==> src/rtl/freq_meter.sv <==
// freq_meter: gated edge-counting frequency meter.
// Counts synchronised rising edges of sig_in over a window of GATE_CYCLES clk_in cycles.
module freq_meter #(
  parameter int GATE_CYCLES = 100_000,
  parameter int COUNT_WIDTH = 32,
  parameter bit CONTINUOUS  = 1'b0
) (
  input  logic                   clk_in,
  input  logic                   reset,
  input  logic                   sig_in,
  input  logic                   start,
  input  logic                   abort,
  output logic                   busy,
  output logic                   valid,
  output logic [COUNT_WIDTH-1:0] count,
  output logic                   overflow
);

  localparam int GW = (GATE_CYCLES > 1) ? $clog2(GATE_CYCLES) : 1;
  localparam logic [GW-1:0]          GATE_LAST = GW'(GATE_CYCLES - 1);
  localparam logic [COUNT_WIDTH-1:0] EDGE_MAX  = {COUNT_WIDTH{1'b1}};

  typedef enum logic [0:0] {
    ST_IDLE = 1'b0,
    ST_GATE = 1'b1
  } state_t;

  state_t                  state_r;
  state_t                  state_nxt_s;
  logic                    s1_r;
  logic                    s2_r;
  logic                    s3_r;
  logic                    rise_s;
  logic                    last_s;
  logic [GW-1:0]           gate_cnt_r;
  logic [COUNT_WIDTH-1:0]  edge_cnt_r;
  logic                    ovf_acc_r;
  logic [COUNT_WIDTH-1:0]  edge_nxt_s;
  logic                    ovf_nxt_s;
  logic [COUNT_WIDTH-1:0]  count_r;
  logic                    overflow_r;
  logic                    valid_r;

  function automatic logic [COUNT_WIDTH-1:0] sat_inc(input logic [COUNT_WIDTH-1:0] v,
                                                     input logic inc);
    if (inc && (v != EDGE_MAX)) begin
      return v + COUNT_WIDTH'(1'b1);
    end else begin
      return v;
    end
  endfunction

  // Two-flop synchronizer plus history flop for edge detection
  always_ff @(posedge clk_in) begin
    if (reset) begin
      s1_r <= 1'b0;
      s2_r <= 1'b0;
      s3_r <= 1'b0;
    end else begin
      s1_r <= sig_in;
      s2_r <= s1_r;
      s3_r <= s2_r;
    end
  end

  assign rise_s     = s2_r & ~s3_r;
  assign last_s     = (state_r == ST_GATE) && (gate_cnt_r == GATE_LAST);
  assign edge_nxt_s = sat_inc(edge_cnt_r, rise_s);
  assign ovf_nxt_s  = ovf_acc_r | (rise_s & (edge_cnt_r == EDGE_MAX));

  // FSM state register
  always_ff @(posedge clk_in) begin
    if (reset) begin
      state_r <= ST_IDLE;
    end else begin
      state_r <= state_nxt_s;
    end
  end

  // FSM next-state logic; abort wins over window completion
  always_comb begin
    state_nxt_s = state_r;
    case (state_r)
      ST_IDLE: begin
        if (start) begin
          state_nxt_s = ST_GATE;
        end else begin
          state_nxt_s = ST_IDLE;
        end
      end
      ST_GATE: begin
        if (abort) begin
          state_nxt_s = ST_IDLE;
        end else if (last_s && !CONTINUOUS) begin
          state_nxt_s = ST_IDLE;
        end else begin
          state_nxt_s = ST_GATE;
        end
      end
      default: state_nxt_s = ST_IDLE;
    endcase
  end

  // FSM outputs: busy is a direct decode of the state flop
  always_comb begin
    busy = (state_r == ST_GATE);
  end

  // Gate/edge counters and published result
  always_ff @(posedge clk_in) begin
    if (reset) begin
      gate_cnt_r <= {GW{1'b0}};
      edge_cnt_r <= {COUNT_WIDTH{1'b0}};
      ovf_acc_r  <= 1'b0;
      count_r    <= {COUNT_WIDTH{1'b0}};
      overflow_r <= 1'b0;
      valid_r    <= 1'b0;
    end else begin
      valid_r <= 1'b0;
      case (state_r)
        ST_IDLE: begin
          if (start) begin
            gate_cnt_r <= {GW{1'b0}};
            edge_cnt_r <= {COUNT_WIDTH{1'b0}};
            ovf_acc_r  <= 1'b0;
          end
        end
        ST_GATE: begin
          if (abort) begin
            gate_cnt_r <= {GW{1'b0}};
          end else if (last_s) begin
            // The boundary-cycle rise belongs to the closing window only
            count_r    <= edge_nxt_s;
            overflow_r <= ovf_nxt_s;
            valid_r    <= 1'b1;
            gate_cnt_r <= {GW{1'b0}};
            edge_cnt_r <= {COUNT_WIDTH{1'b0}};
            ovf_acc_r  <= 1'b0;
          end else begin
            gate_cnt_r <= gate_cnt_r + GW'(1'b1);
            edge_cnt_r <= edge_nxt_s;
            ovf_acc_r  <= ovf_nxt_s;
          end
        end
        default: begin
          gate_cnt_r <= {GW{1'b0}};
        end
      endcase
    end
  end

  assign valid    = valid_r;
  assign count    = count_r;
  assign overflow = overflow_r;

endmodule

==> config.mk <==
export PLATFORM = sky130hd
export DESIGN_NAME = freq_meter
export DESIGN_NICKNAME = d
export VERILOG_FILES = /design/src/rtl/freq_meter.sv
export SDC_FILE = /design/constraint.sdc
export NUM_CORES = 1
export LEC_CHECK = 0
export CAP_MARGIN = 0
export CORE_MARGIN = 2
export CORE_UTILIZATION = 45
export DETAILED_ROUTE_END_ITERATION = 6
export DONT_BUFFER_PORTS = 1
export GPL_ROUTABILITY_DRIVEN = 0
export GPL_TIMING_DRIVEN = 1
export PLACE_DENSITY = 0.72
export SETUP_SLACK_MARGIN = 0.4
export SLEW_MARGIN = 0
export SYNTH_ARGS = -nofsm -noshare
export SYNTH_HDL_FRONTEND = slang
export SYNTH_SLANG_ARGS = --single-unit
==> constraint.sdc <==
create_clock -name clk_in -period 3 [get_ports clk_in]
set_clock_uncertainty 0.1 [all_clocks]
set_input_delay 0 -clock clk_in [delete_from_list [all_inputs] [get_ports clk_in]]
set_output_delay 0 -clock clk_in [all_outputs]
set_load 0.005 [all_outputs]
Word-level counts from Yosys, hierarchy flattened:

Index checks and enable logic that the tools add are counted.

* add/subtract/negate cells: 2
* multipliers: 0
* divide/modulo/power cells: 0
* order comparisons: 0
* equality and inequality tests: 5
* shifts and indexed selects: 0
* muxes and demuxes: 18
* bitwise logic cells: 6
* reductions and logical operators: 5

Operators with widths (number)
* $mux 32: 4
* $pmux 32 s2: 1
* $mux 17: 3
* $pmux 17 s2: 1
* $add 32x1->32 const B: 1
* $eq 32x32->1 const B: 1
* $ne 32x32->1 const B: 1
* $add 17x1->17 const B: 1
* $eq 17x17->1 const B: 1
* $mux 1: 7
* $ne 2x2->1 const B: 2
* $pmux 1 s2: 2
* $not 1->1: 3
* $reduce_and 3->1: 1
* $reduce_or 3->1: 1
* $and 1x1->1: 2
* $logic_and 1x1->1: 2
* $reduce_and 2->1: 1
* $or 1x1->1: 1

* register bits after elaboration: 88
* latch bits: 0
* RAM bits: 0
* memory bits (read-only): 0
* input bits: 5
* output and inout port bits: 35
* logic and storage cells: 46
* memories: 0

Depth between registers and ports, before layout:

Gate-level depths: netlist of run 1.

* depth in word-level cells: 7
* gate-level depth with buffers: 10
* gate-level depth less buffers: 7

Least setup slack after synthesis of run 1:

No wires, ideal clock.

* kind: flip-flop to flip-flop
* start: register edge_cnt_r[0]
* end: register count_r[17], in the netlist count[17]
* setup time: 0.086 ns
* arrival: 2.019 ns
* data required time: 2.814 ns
* path slack: 0.795 ns
* stages on the path, launching flop included: 9
* buffers on the path: 1
* clock period less this slack: 2.205 ns
* cells stage by stage: dfxtp_1 ha_1 nand3_1 or4_4 o21ai_2 buf_4 nor2_1 xnor2_1 a211oi_1

* cells in the longest elaborated chain, start to end: 3
* elaborated cells between the ends (all ways): 4
* those cells by class: 1 x add/sub; 1 x eq/ne; 1 x mux; 1 x reduce/logical

RTL lines
* start: declaration: RTL line 36 `logic [COUNT_WIDTH-1:0] edge_cnt_r;`
* start signal: assignment: RTL line 113 `edge_cnt_r <= {COUNT_WIDTH{1'b0}};`
* start signal: assignment: RTL line 124 `edge_cnt_r <= {COUNT_WIDTH{1'b0}};`
* start signal: assignment: RTL line 137 `edge_cnt_r <= {COUNT_WIDTH{1'b0}};`
* parallel branches: the longest is 2 deep, another holds $add 32x1->32
* $mux 32 *: RTL line 46 `if (inc && (v != EDGE_MAX)) begin`
* end signal: assignment: RTL line 115 `count_r <= {COUNT_WIDTH{1'b0}};`
* end signal: assignment: RTL line 133 `count_r <= edge_nxt_s;`
* end: declaration: RTL line 40 `logic [COUNT_WIDTH-1:0] count_r;`

Every way passes the cells marked *.
A chain may end at the register's enable or synchronous reset.

Worst setup path after layout of run 1:

* start: register edge_cnt_r[0]
* end: register count_r[30], in the netlist count[30]

The elaborated chain is that of the path after synthesis.

==> results of run 1 <==
worst paths after layout:
path                    endpoint  slack [ns]  cells after the start
hold reg to reg             s2_r        0.34                      1
hold / removal    edge_cnt_r[26]        0.01                      2
setup / recovery       count[30]        0.52                      8
setup reg to reg       count[30]        0.52                      8
metrics by stage:
| step | std cells | power, mW |
|---|---|---|
| final | 647 | 2.150 |
| after global routing | 647 | 2.222 |
| after floorplan | 527 | 1.261 |
| after CTS | 643 | 2.175 |
| after global placement | 623 | 1.264 |
| after detailed placement | 623 | 1.266 |
cell type report:
type / instances / area share
well taps: 133 / 0.03500
clock buffers: 11 / 0.02763
multi-input cells: 388 / 0.5103
flip-flops and latches: 88 / 0.3705
clock inverters: 5 / 0.01711
inverters: 8 / 0.006316
repair buffers: 14 / 0.03316
timing repair:
| action | CTS | global route |
|---|---|---|
| setup buffers | 0 | 4 |
| hold buffers | 4 | 0 |
| hold endpoints to repair | 65 | 0 |
| endpoints found under the setup margin | 9 | 34 |
| pin swaps | 0 | 3 |
| resized for setup | 1 | 4 |
cell usage after synthesis (all sizes together) (2+ instances only):
| library cell | number | share of area |
|---|---|---|
| xor2 | 9 | 0.018 |
| o31a | 2 | 0.0040 |
| a22o | 2 | 0.0040 |
| a21oi | 27 | 0.032 |
| a32oi | 2 | 0.0040 |
| o31ai | 6 | 0.010 |
| a311oi | 8 | 0.016 |
| and2 | 4 | 0.0057 |
| a31oi | 18 | 0.026 |
| nor4 | 2 | 0.0063 |
| inv | 8 | 0.0068 |
| a41oi | 3 | 0.0060 |
| and3 | 10 | 0.015 |
| or4 | 2 | 0.0043 |
| buf | 22 | 0.027 |
| or2 | 4 | 0.0057 |
| or3 | 4 | 0.0057 |
| a22oi | 2 | 0.0034 |
| dfxtp | 88 | 0.40 |
| ha | 2 | 0.0057 |
| clkbuf | 21 | 0.018 |
| o21ai | 36 | 0.042 |
| nor3 | 10 | 0.014 |
| nand4 | 17 | 0.031 |
| a211oi | 34 | 0.064 |
| xnor2 | 22 | 0.044 |
| nand2b | 6 | 0.0086 |
| nand3 | 16 | 0.022 |
| and4 | 10 | 0.020 |
| nand2 | 43 | 0.037 |
| nor2b | 5 | 0.0071 |
| o22ai | 2 | 0.0029 |
| nor4b | 2 | 0.0040 |
| nor2 | 67 | 0.057 |
layer usage:
metal	vias up	share of wire
met4	0	0.013
met1	1757	0.45
met2	77	0.49
met5	-	0
li1	1877	-
met3	13	0.052
sequential cells by signal, summed over array words and instances, names as in the netlist:
signal      count
s3_r            1
valid           1
s1_r            1
count          32
s2_r            1
busy            1
overflow        1
gate_cnt_r     17
ovf_acc_r       1
edge_cnt_r     32
cell families (layout without fill, tap and decap cells):
kind of cell | Yosys count | after routing | share of synthesized area
xor+xnor | 31 | 31 | 0.06188
buf+inv | 51 | 38 | 0.05218
mux | 1 | 1 | 0.002281
compound gates | 147 | 147 | 0.2241
flops | 88 | 88 | 0.4015
fa+ha+maj | 2 | 2 | 0.005702
simple gates | 207 | 207 | 0.2524
power by group through the flow:
stage | combinational, mW | sequential, mW | clock [mW]
floorplan | 0.0611 | 1.20 | 0
global placement | 0.0638 | 1.20 | 0
detailed placement | 0.0655 | 1.20 | 0
CTS | 0.0864 | 1.17 | 0.915
global route | 0.0968 | 1.17 | 0.951
finish | 0.0871 | 1.17 | 0.890
==> metrics.txt, run 1 <==
# TYPE chip_impl_metric gauge
chip_impl_metric{name="power_per_cell_area",unit="nW/um^2"} 452.3
chip_impl_metric{name="seqPwrFrac",unit=""} 0.546
chip_impl_metric{name="post_route_cells_drive_above_1_share",unit=""} 0.1012
chip_impl_metric{name="finalMaxSlewViolations",unit=""} 0
chip_impl_metric{name="final.fill_count",unit=""} 921
chip_impl_metric{name="irDropWorstVdd",unit="V"} 0.0002642
chip_impl_info{name="holdCritStartpoint",value="reset"} 1
chip_impl_metric{name="post_drt_via_cell_ratio",unit=""} 5.756
chip_impl_info{name="synth_flop_cell",value="dfxtp_1"} 1
chip_impl_info{name="crit_family",value="simple AND/OR/NAND/NOR gates"} 1
chip_impl_info{name="critPathLaunch",value="edge_cnt_r[0]"} 1
chip_impl_metric{name="clkPwrFrac",unit=""} 0.414
chip_impl_metric{name="timing.final.ws_setup",unit="ns"} 0.5198
chip_impl_metric{name="drv_cap",unit=""} 0
chip_impl_metric{name="p_sw",unit="uW"} 484.9
chip_impl_metric{name="postLayoutCoreUtil",unit=""} 0.4933
chip_impl_metric{name="final_design_area_no_fill",unit="sq um"} 4755
chip_impl_metric{name="combinational_share_of_power",unit=""} 0.041
chip_impl_metric{name="vias",unit=""} 3724
chip_impl_metric{name="number_of_placement_rows",unit=""} 36
chip_impl_metric{name="hold_viol",unit=""} 0
chip_impl_info{name="tritoncts",value="built"} 1
chip_impl_metric{name="finalWorstPathRequiredPeriod",unit="ns"} 2.480
chip_impl_metric{name="switching_share",unit=""} 0.2255
chip_impl_info{name="rsz0062_at_grt",value="no"} 1
chip_impl_metric{name="min_period_over_period",unit=""} 0.8267
chip_impl_metric{name="cts_clk_pin_slew_worst_paths",unit="ns"} 0.09
chip_impl_metric{name="worst-slew-pin-transition",unit="ns"} 0.6424
chip_impl_metric{name="ys.warnings.count",unit=""} 0
chip_impl_info{name="crit_path_cell_trace",value="ha_1, nand3_1, or4_4, nor3_4, buf_4, nand3_2, xor2_1, a211oi_2"} 1
chip_impl_metric{name="yosysSeqAreaShare",unit=""} 0.4015
chip_impl_metric{name="setup_viol",unit=""} 0
chip_impl_info{name="worst_hold_path_type",value="in2reg"} 1
chip_impl_metric{name="design.portCount",unit=""} 40
chip_impl_metric{name="ys_ff_latch",unit=""} 88
chip_impl_metric{name="setup-tns-final",unit="ns"} 0
chip_impl_metric{name="use_met1",unit=""} 0.2314
chip_impl_metric{name="final_antenna_net_count",unit=""} 0
chip_impl_info{name="layout_commonest_cell",value="dfxtp_1"} 1
chip_impl_metric{name="timing.fmax",unit="MHz"} 403.2
chip_impl_info{name="commonest_cells_after_routing_fill_and_taps_aside",value="88 x dfxtp_1, 66 x nor2_1, 41 x nand2_1, 34 x o21ai_0, 30 x a211oi_1"} 1
chip_impl_metric{name="clkSinkCount",unit=""} 88
chip_impl_metric{name="starting_density_of_the_core",unit=""} 0.4552
chip_impl_metric{name="synthesis.nets",unit=""} 534
chip_impl_metric{name="floorplan.core_area",unit="sq um"} 9639
chip_impl_metric{name="finalNetCount",unit=""} 516
chip_impl_metric{name="async_flop_share",unit=""} 0
chip_impl_metric{name="cts-htree-levels",unit=""} 3
chip_impl_metric{name="max_stage_delay",unit="ns"} 0.50
chip_impl_metric{name="wire_length_of_the_first_global_routing_pass",unit="um"} 16000
chip_impl_metric{name="antenna_found_initial",unit=""} 0
chip_impl_metric{name="dieWidth",unit="um"} 102.7
chip_impl_info{name="root_buffer",value="clkbuf_8"} 1
chip_impl_metric{name="crit_arrival",unit="ns"} 2.66
chip_impl_metric{name="placement.io_buffers",unit=""} 0
chip_impl_metric{name="placed_cell_area",unit="sq um"} 4420
chip_impl_metric{name="internal_power",unit="mW"} 1.665
chip_impl_metric{name="global_route.overflow_total",unit=""} 0
chip_impl_metric{name="syn2layout_area_growth",unit="%"} 8.355
chip_impl_metric{name="detailedPlacementHpwl",unit="um"} 6328
chip_impl_metric{name="dr_iter_0_viols",unit=""} 161
chip_impl_metric{name="final_hold_slack",unit="ns"} 0.01268
chip_impl_info{name="critical_path.startpoint_type",value="flop"} 1
chip_impl_metric{name="wl_per_cell",unit="um"} 14.72
chip_impl_info{name="worstSetupEndpointType",value="flop"} 1
chip_impl_metric{name="drc",unit=""} 0
chip_impl_metric{name="dpl_worst_slack",unit="ns"} 0.3871
chip_impl_metric{name="dieHeight",unit="um"} 102.7
chip_impl_metric{name="multiInputGateArea",unit="sq um"} 2426
chip_impl_metric{name="crit_buf_inv",unit=""} 1
chip_impl_metric{name="post_synth_instance_area",unit="sq um"} 4388
chip_impl_metric{name="timing.critical_path.required",unit="ns"} 3.18
chip_impl_metric{name="synth.distinct_cells",unit=""} 62
chip_impl_metric{name="synth_edf_count",unit=""} 0
chip_impl_metric{name="die_area",unit="sq um"} 10560
chip_impl_info{name="timing.critical_path.slowest_stage_cell",value="or4_4"} 1
chip_impl_metric{name="cts.path.max_buffers",unit=""} 2
chip_impl_metric{name="critical_path_peak_fanout",unit=""} 7
chip_impl_metric{name="groute.layer.met3.usage",unit=""} 0.05153
chip_impl_metric{name="detail_route.wirelength",unit="um"} 9521
chip_impl_info{name="outcome",value="completed"} 1
chip_impl_metric{name="layout.area.seq",unit="sq um"} 1762
chip_impl_info{name="path_class",value="reg2reg"} 1
chip_impl_metric{name="detailedRoute.firstPassIterationCount",unit=""} 4
chip_impl_metric{name="worst_slew_margin_rel",unit=""} 0.5701
chip_impl_info{name="timing.rr.start",value="edge_cnt_r[0]"} 1
chip_impl_metric{name="number_of_buffers_created_by_cts",unit=""} 9
chip_impl_metric{name="cellLeakagePower",unit="nW"} 1.453
chip_impl_metric{name="syn-instance-count",unit=""} 527
chip_impl_metric{name="gr-usage-met2",unit=""} 0.3218
chip_impl_metric{name="clock_insertion_delay_worst_skew",unit="ns"} 0.36
chip_impl_metric{name="insertedDiodeCount",unit=""} 0
chip_impl_metric{name="number_of_global_route_vias_before_repair",unit=""} 3495
chip_impl_metric{name="grt_use_total",unit=""} 0.1889
chip_impl_metric{name="synth.avg_cell_area",unit="sq um"} 8.326
chip_impl_metric{name="grt_max_degree",unit=""} 67
chip_impl_info{name="globalRoute.busiestLayer",value="met2"} 1
(Power assumes the default switching activity.)
==> inputs of run 2 (changes only) <==
--- a/config.mk
+++ b/config.mk
@@ -5,6 +5,7 @@
 export SDC_FILE = /design/constraint.sdc
 export NUM_CORES = 1
 export LEC_CHECK = 0
+export ABC_AREA = 1
 export CAP_MARGIN = 0
 export CORE_MARGIN = 2
 export CORE_UTILIZATION = 45
@@ -12,7 +13,7 @@
 export DONT_BUFFER_PORTS = 1
 export GPL_ROUTABILITY_DRIVEN = 0
 export GPL_TIMING_DRIVEN = 1
-export PLACE_DENSITY = 0.72
+export PLACE_DENSITY = 0.74
 export SETUP_SLACK_MARGIN = 0.4
 export SLEW_MARGIN = 0
 export SYNTH_ARGS = -nofsm -noshare
==> constraint.sdc (replaced) <==
create_clock -name clk_in -period 2.2 [get_ports clk_in]
set_clock_uncertainty 0.1 [all_clocks]
set_input_delay 0 -clock clk_in [delete_from_list [all_inputs] [get_ports clk_in]]
set_output_delay 0 -clock clk_in [all_outputs]
set_load 0.005 [all_outputs]
==> metrics.txt, run 2 <==
# TYPE chip_impl_metric gauge
chip_impl_metric{name="final_hold_slack",unit="ns"} -0.4343
chip_impl_info{name="tritoncts",value="built"} 1
chip_impl_metric{name="detail_route.wirelength",unit="um"} 13740
chip_impl_metric{name="setup-tns-final",unit="ns"} 0
chip_impl_metric{name="postLayoutCoreUtil",unit=""} 0.5705
chip_impl_metric{name="post-layout-total-power",unit="mW"} 2.937
chip_impl_metric{name="cts.path.max_buffers",unit=""} 2
chip_impl_metric{name="wire_length_of_the_first_global_routing_pass",unit="um"} 20350
chip_impl_metric{name="dieHeight",unit="um"} 108.8
chip_impl_info{name="worst_hold_path_type",value="in2reg"} 1
chip_impl_metric{name="clock_insertion_delay_worst_skew",unit="ns"} 0.38
chip_impl_metric{name="detailedRoute.firstPassIterationCount",unit=""} 5
chip_impl_metric{name="min_period_over_period",unit=""} 0.8551
chip_impl_metric{name="finalMaxSlewViolations",unit=""} 0
chip_impl_metric{name="cellLeakagePower",unit="nW"} 2.447
chip_impl_metric{name="synth.avg_cell_area",unit="sq um"} 6.089
chip_impl_metric{name="critical_path_peak_fanout",unit=""} 6
chip_impl_metric{name="final_antenna_net_count",unit=""} 0
chip_impl_metric{name="antenna_found_initial",unit=""} 0
chip_impl_metric{name="worst_slew_margin_rel",unit=""} 0.6484
chip_impl_info{name="outcome",value="finished with violations"} 1
chip_impl_metric{name="worst-slew-pin-transition",unit="ns"} 0.5241
chip_impl_info{name="synth_flop_cell",value="dfxtp_1"} 1
chip_impl_metric{name="syn-instance-count",unit=""} 811
chip_impl_info{name="synth.cells.most_frequent",value="292 x nand2_1, 117 x inv_1, 88 x dfxtp_1, 78 x a21oi_1, 68 x nor2_1"} 1
chip_impl_metric{name="detailedPlacementHpwl",unit="um"} 7849
chip_impl_metric{name="vias",unit=""} 5087
chip_impl_metric{name="number_of_global_route_vias_before_repair",unit=""} 4300
chip_impl_metric{name="synth_edf_count",unit=""} 0
chip_impl_metric{name="insertedDiodeCount",unit=""} 0
chip_impl_info{name="critical_path.startpoint_type",value="flop"} 1
chip_impl_metric{name="crit_arrival",unit="ns"} 2.08
chip_impl_metric{name="wl_per_cell",unit="um"} 13.85
chip_impl_metric{name="post_synth_adder_cell_area",unit=""} 0.005067
chip_impl_info{name="violations",value="hold timing"} 1
chip_impl_metric{name="finalNetCount",unit=""} 854
chip_impl_metric{name="starting_density_of_the_core",unit=""} 0.4576
chip_impl_info{name="path_class",value="reg2reg"} 1
chip_impl_info{name="commonest_cells_after_routing_fill_and_taps_aside",value="259 x nand2_1, 115 x inv_1, 66 x a21oi_1, 65 x dfxtp_1, 51 x nor2_1"} 1
chip_impl_metric{name="synthesis.nets",unit=""} 818
chip_impl_metric{name="floorplan.core_area",unit="sq um"} 10790
chip_impl_info{name="rsz0062_at_grt",value="yes"} 1
chip_impl_metric{name="async_flop_share",unit=""} 0
chip_impl_metric{name="clkSinkCount",unit=""} 88
chip_impl_metric{name="timing.critical_path.required",unit="ns"} 2.40
chip_impl_metric{name="irDropWorstVdd",unit="V"} 0.0004267
chip_impl_info{name="main_combinational_cell_family_by_area_after_synthesis",value="simple AND/OR/NAND/NOR gates"} 1
chip_impl_metric{name="final.fill_count",unit=""} 993
chip_impl_metric{name="syn2layout_area_growth",unit="%"} 24.68
chip_impl_metric{name="synth-compound-area-share",unit=""} 0.1437
chip_impl_metric{name="number_of_buffers_created_by_cts",unit=""} 9
chip_impl_metric{name="synth.distinct_cells",unit=""} 32
chip_impl_metric{name="post_synth_instance_area",unit="sq um"} 4938
chip_impl_metric{name="power_per_cell_area",unit="nW/um^2"} 477.1
chip_impl_metric{name="post_route_cells_drive_above_1_share",unit=""} 0.2230
chip_impl_info{name="root_buffer",value="clkbuf_8"} 1
chip_impl_metric{name="cts_clk_pin_slew_worst_paths",unit="ns"} 0.10
chip_impl_metric{name="post_synthesis_share_of_cell_area_spent_on_and_or_nand_and_nor_gates",unit=""} 0.3585
chip_impl_metric{name="dr_iter_0_viols",unit=""} 366
chip_impl_metric{name="ys.warnings.count",unit=""} 0
chip_impl_metric{name="timing.fmax",unit="MHz"} 531.6
chip_impl_metric{name="global_route.overflow_total",unit=""} 0
chip_impl_metric{name="die_area",unit="sq um"} 11830
chip_impl_metric{name="netlist.area_leader.share",unit=""} 0.3567
chip_impl_metric{name="setup_viol",unit=""} 0
chip_impl_info{name="post-synth-top-count-cell",value="nand2_1"} 1
chip_impl_metric{name="drc",unit=""} 0
chip_impl_info{name="synth.largest_area_cell",value="dfxtp_1"} 1
chip_impl_info{name="synth_area_leaders",value="dfxtp_1 36%, nand2_1 22%, inv_1 8.9%, a21oi_1 7.9%, nor2_1 5.2%"} 1
chip_impl_metric{name="post_drt_via_cell_ratio",unit=""} 5.128
chip_impl_metric{name="finalWorstPathRequiredPeriod",unit="ns"} 1.881
chip_impl_metric{name="cts-htree-levels",unit=""} 3
chip_impl_metric{name="hold_viol",unit=""} 66
chip_impl_metric{name="placement.io_buffers",unit=""} 0
chip_impl_metric{name="yosysSeqAreaShare",unit=""} 0.3567
chip_impl_metric{name="design.portCount",unit=""} 40
chip_impl_metric{name="dieWidth",unit="um"} 108.8
chip_impl_metric{name="ys_ff_latch",unit=""} 88
chip_impl_metric{name="cts_hold_buffers",unit=""} 5
chip_impl_metric{name="drv_cap",unit=""} 0
chip_impl_metric{name="number_of_placement_rows",unit=""} 38
chip_impl_info{name="layout_commonest_cell",value="nand2_1"} 1
chip_impl_info{name="worstSetupEndpointType",value="flop"} 1
chip_impl_metric{name="grt_use_total",unit=""} 0.2169
chip_impl_metric{name="synth.area.mux_share",unit=""} 0
chip_impl_metric{name="synthXorXnorAreaFrac",unit=""} 0.01419
chip_impl_metric{name="grt_max_degree",unit=""} 71
## run 2: cell types whose count changed in the layout (fill, tap and decap cells not counted), sizes merged, moves of 10 or more
cell,delta
xnor2,-19
and3,-10
buf,+31
nand3,+27
a21oi,+51
nand2,+257
a31oi,-18
a211oi,-34
inv,+112
and4,-10
## run 2: timing repair
item,in CTS,in global routing
cloned,2,6
pin swaps,6,42
setup buffers,16,7
hold endpoints to repair,81,66
setup endpoints to repair,74,80
resized for setup,22,132
## run 2: layer usage
metal	part of all wire	global-route usage
met5	0	0
met4	0.028	0.07234
met3	0.076	0.05320
met2	0.47	0.3500
met1	0.43	0.2840
## run 2: worst max-delay path: stages, from the launching register on
cell	delay, ns
dfxtp_4	0.38
ha_4	0.17
inv_4	0.05
nor2_4	0.08
nand2_2	0.09
nor2_4	0.21
nand2_8	0.13
buf_4	0.17
a21o_1	0.18
nand2_1	0.08
nand2_1	0.06
nand2_1	0.07
inv_1	0.04
## run 2: where the power goes
| group | total (mW) | internal, mW | switching, mW | leakage [nW] |
|---|---|---|---|---|
| clock | 1.19 | 0.562 | 0.630 | 0.107 |
| sequential | 1.59 | 1.59 | 0.00391 | 0.724 |
| combinational | 0.155 | 0.0572 | 0.0978 | 1.62 |
| total | 2.94 | 2.21 | 0.732 | 2.45 |
## run 2: worst paths after layout
path,from,to,slack [ns],cells after the start
min,reset,gate_cnt_r[14],-0.43,1
max reg2reg,edge_cnt_r[1],count[4],0.32,12
max,edge_cnt_r[1],count[4],0.32,12
min reg2reg,gate_cnt_r[16],gate_cnt_r[16],0.37,2
## run 2: layout make-up
class	count	area [sq um]	area share
flip-flops and latches	88	1813	0.2945
multi-input cells	576	2962	0.4810
well taps	140	175.2	0.02845
repair inverters	2	17.52	0.002845
clock buffers	10	137.6	0.02235
inverters	120	470.5	0.07641
clock inverters	6	66.31	0.01077
repair buffers	50	515.5	0.08372
## run 2: kinds of logic (layout without fill, tap and decap cells)
logic type,after synthesis,in the layout
adders and majority gates,2,2
AOI/OAI and AO/OA,134,134
and+or+nand+nor,430,432
xor gates and xnor gates,8,8
DFF,88,88
buffers and inverters,149,188
## run 2: stage by stage
| stage | setup WS [ns] | instances | hold WS, ns | cell area, sq um |
|---|---|---|---|---|
| floorplan | 0.4325 | 811 | 0.006967 | 4952 |
| finish | 0.3188 | 992 | -0.4343 | 6157 |
| detailed placement | 0.1303 | 940 | -0.02299 | 5141 |
| CTS | 0.3792 | 979 | -0.4434 | 5633 |
| global placement | 0.1880 | 940 | -0.02289 | 5141 |
| global route | 0.2498 | 992 | -0.4534 | 6157 |
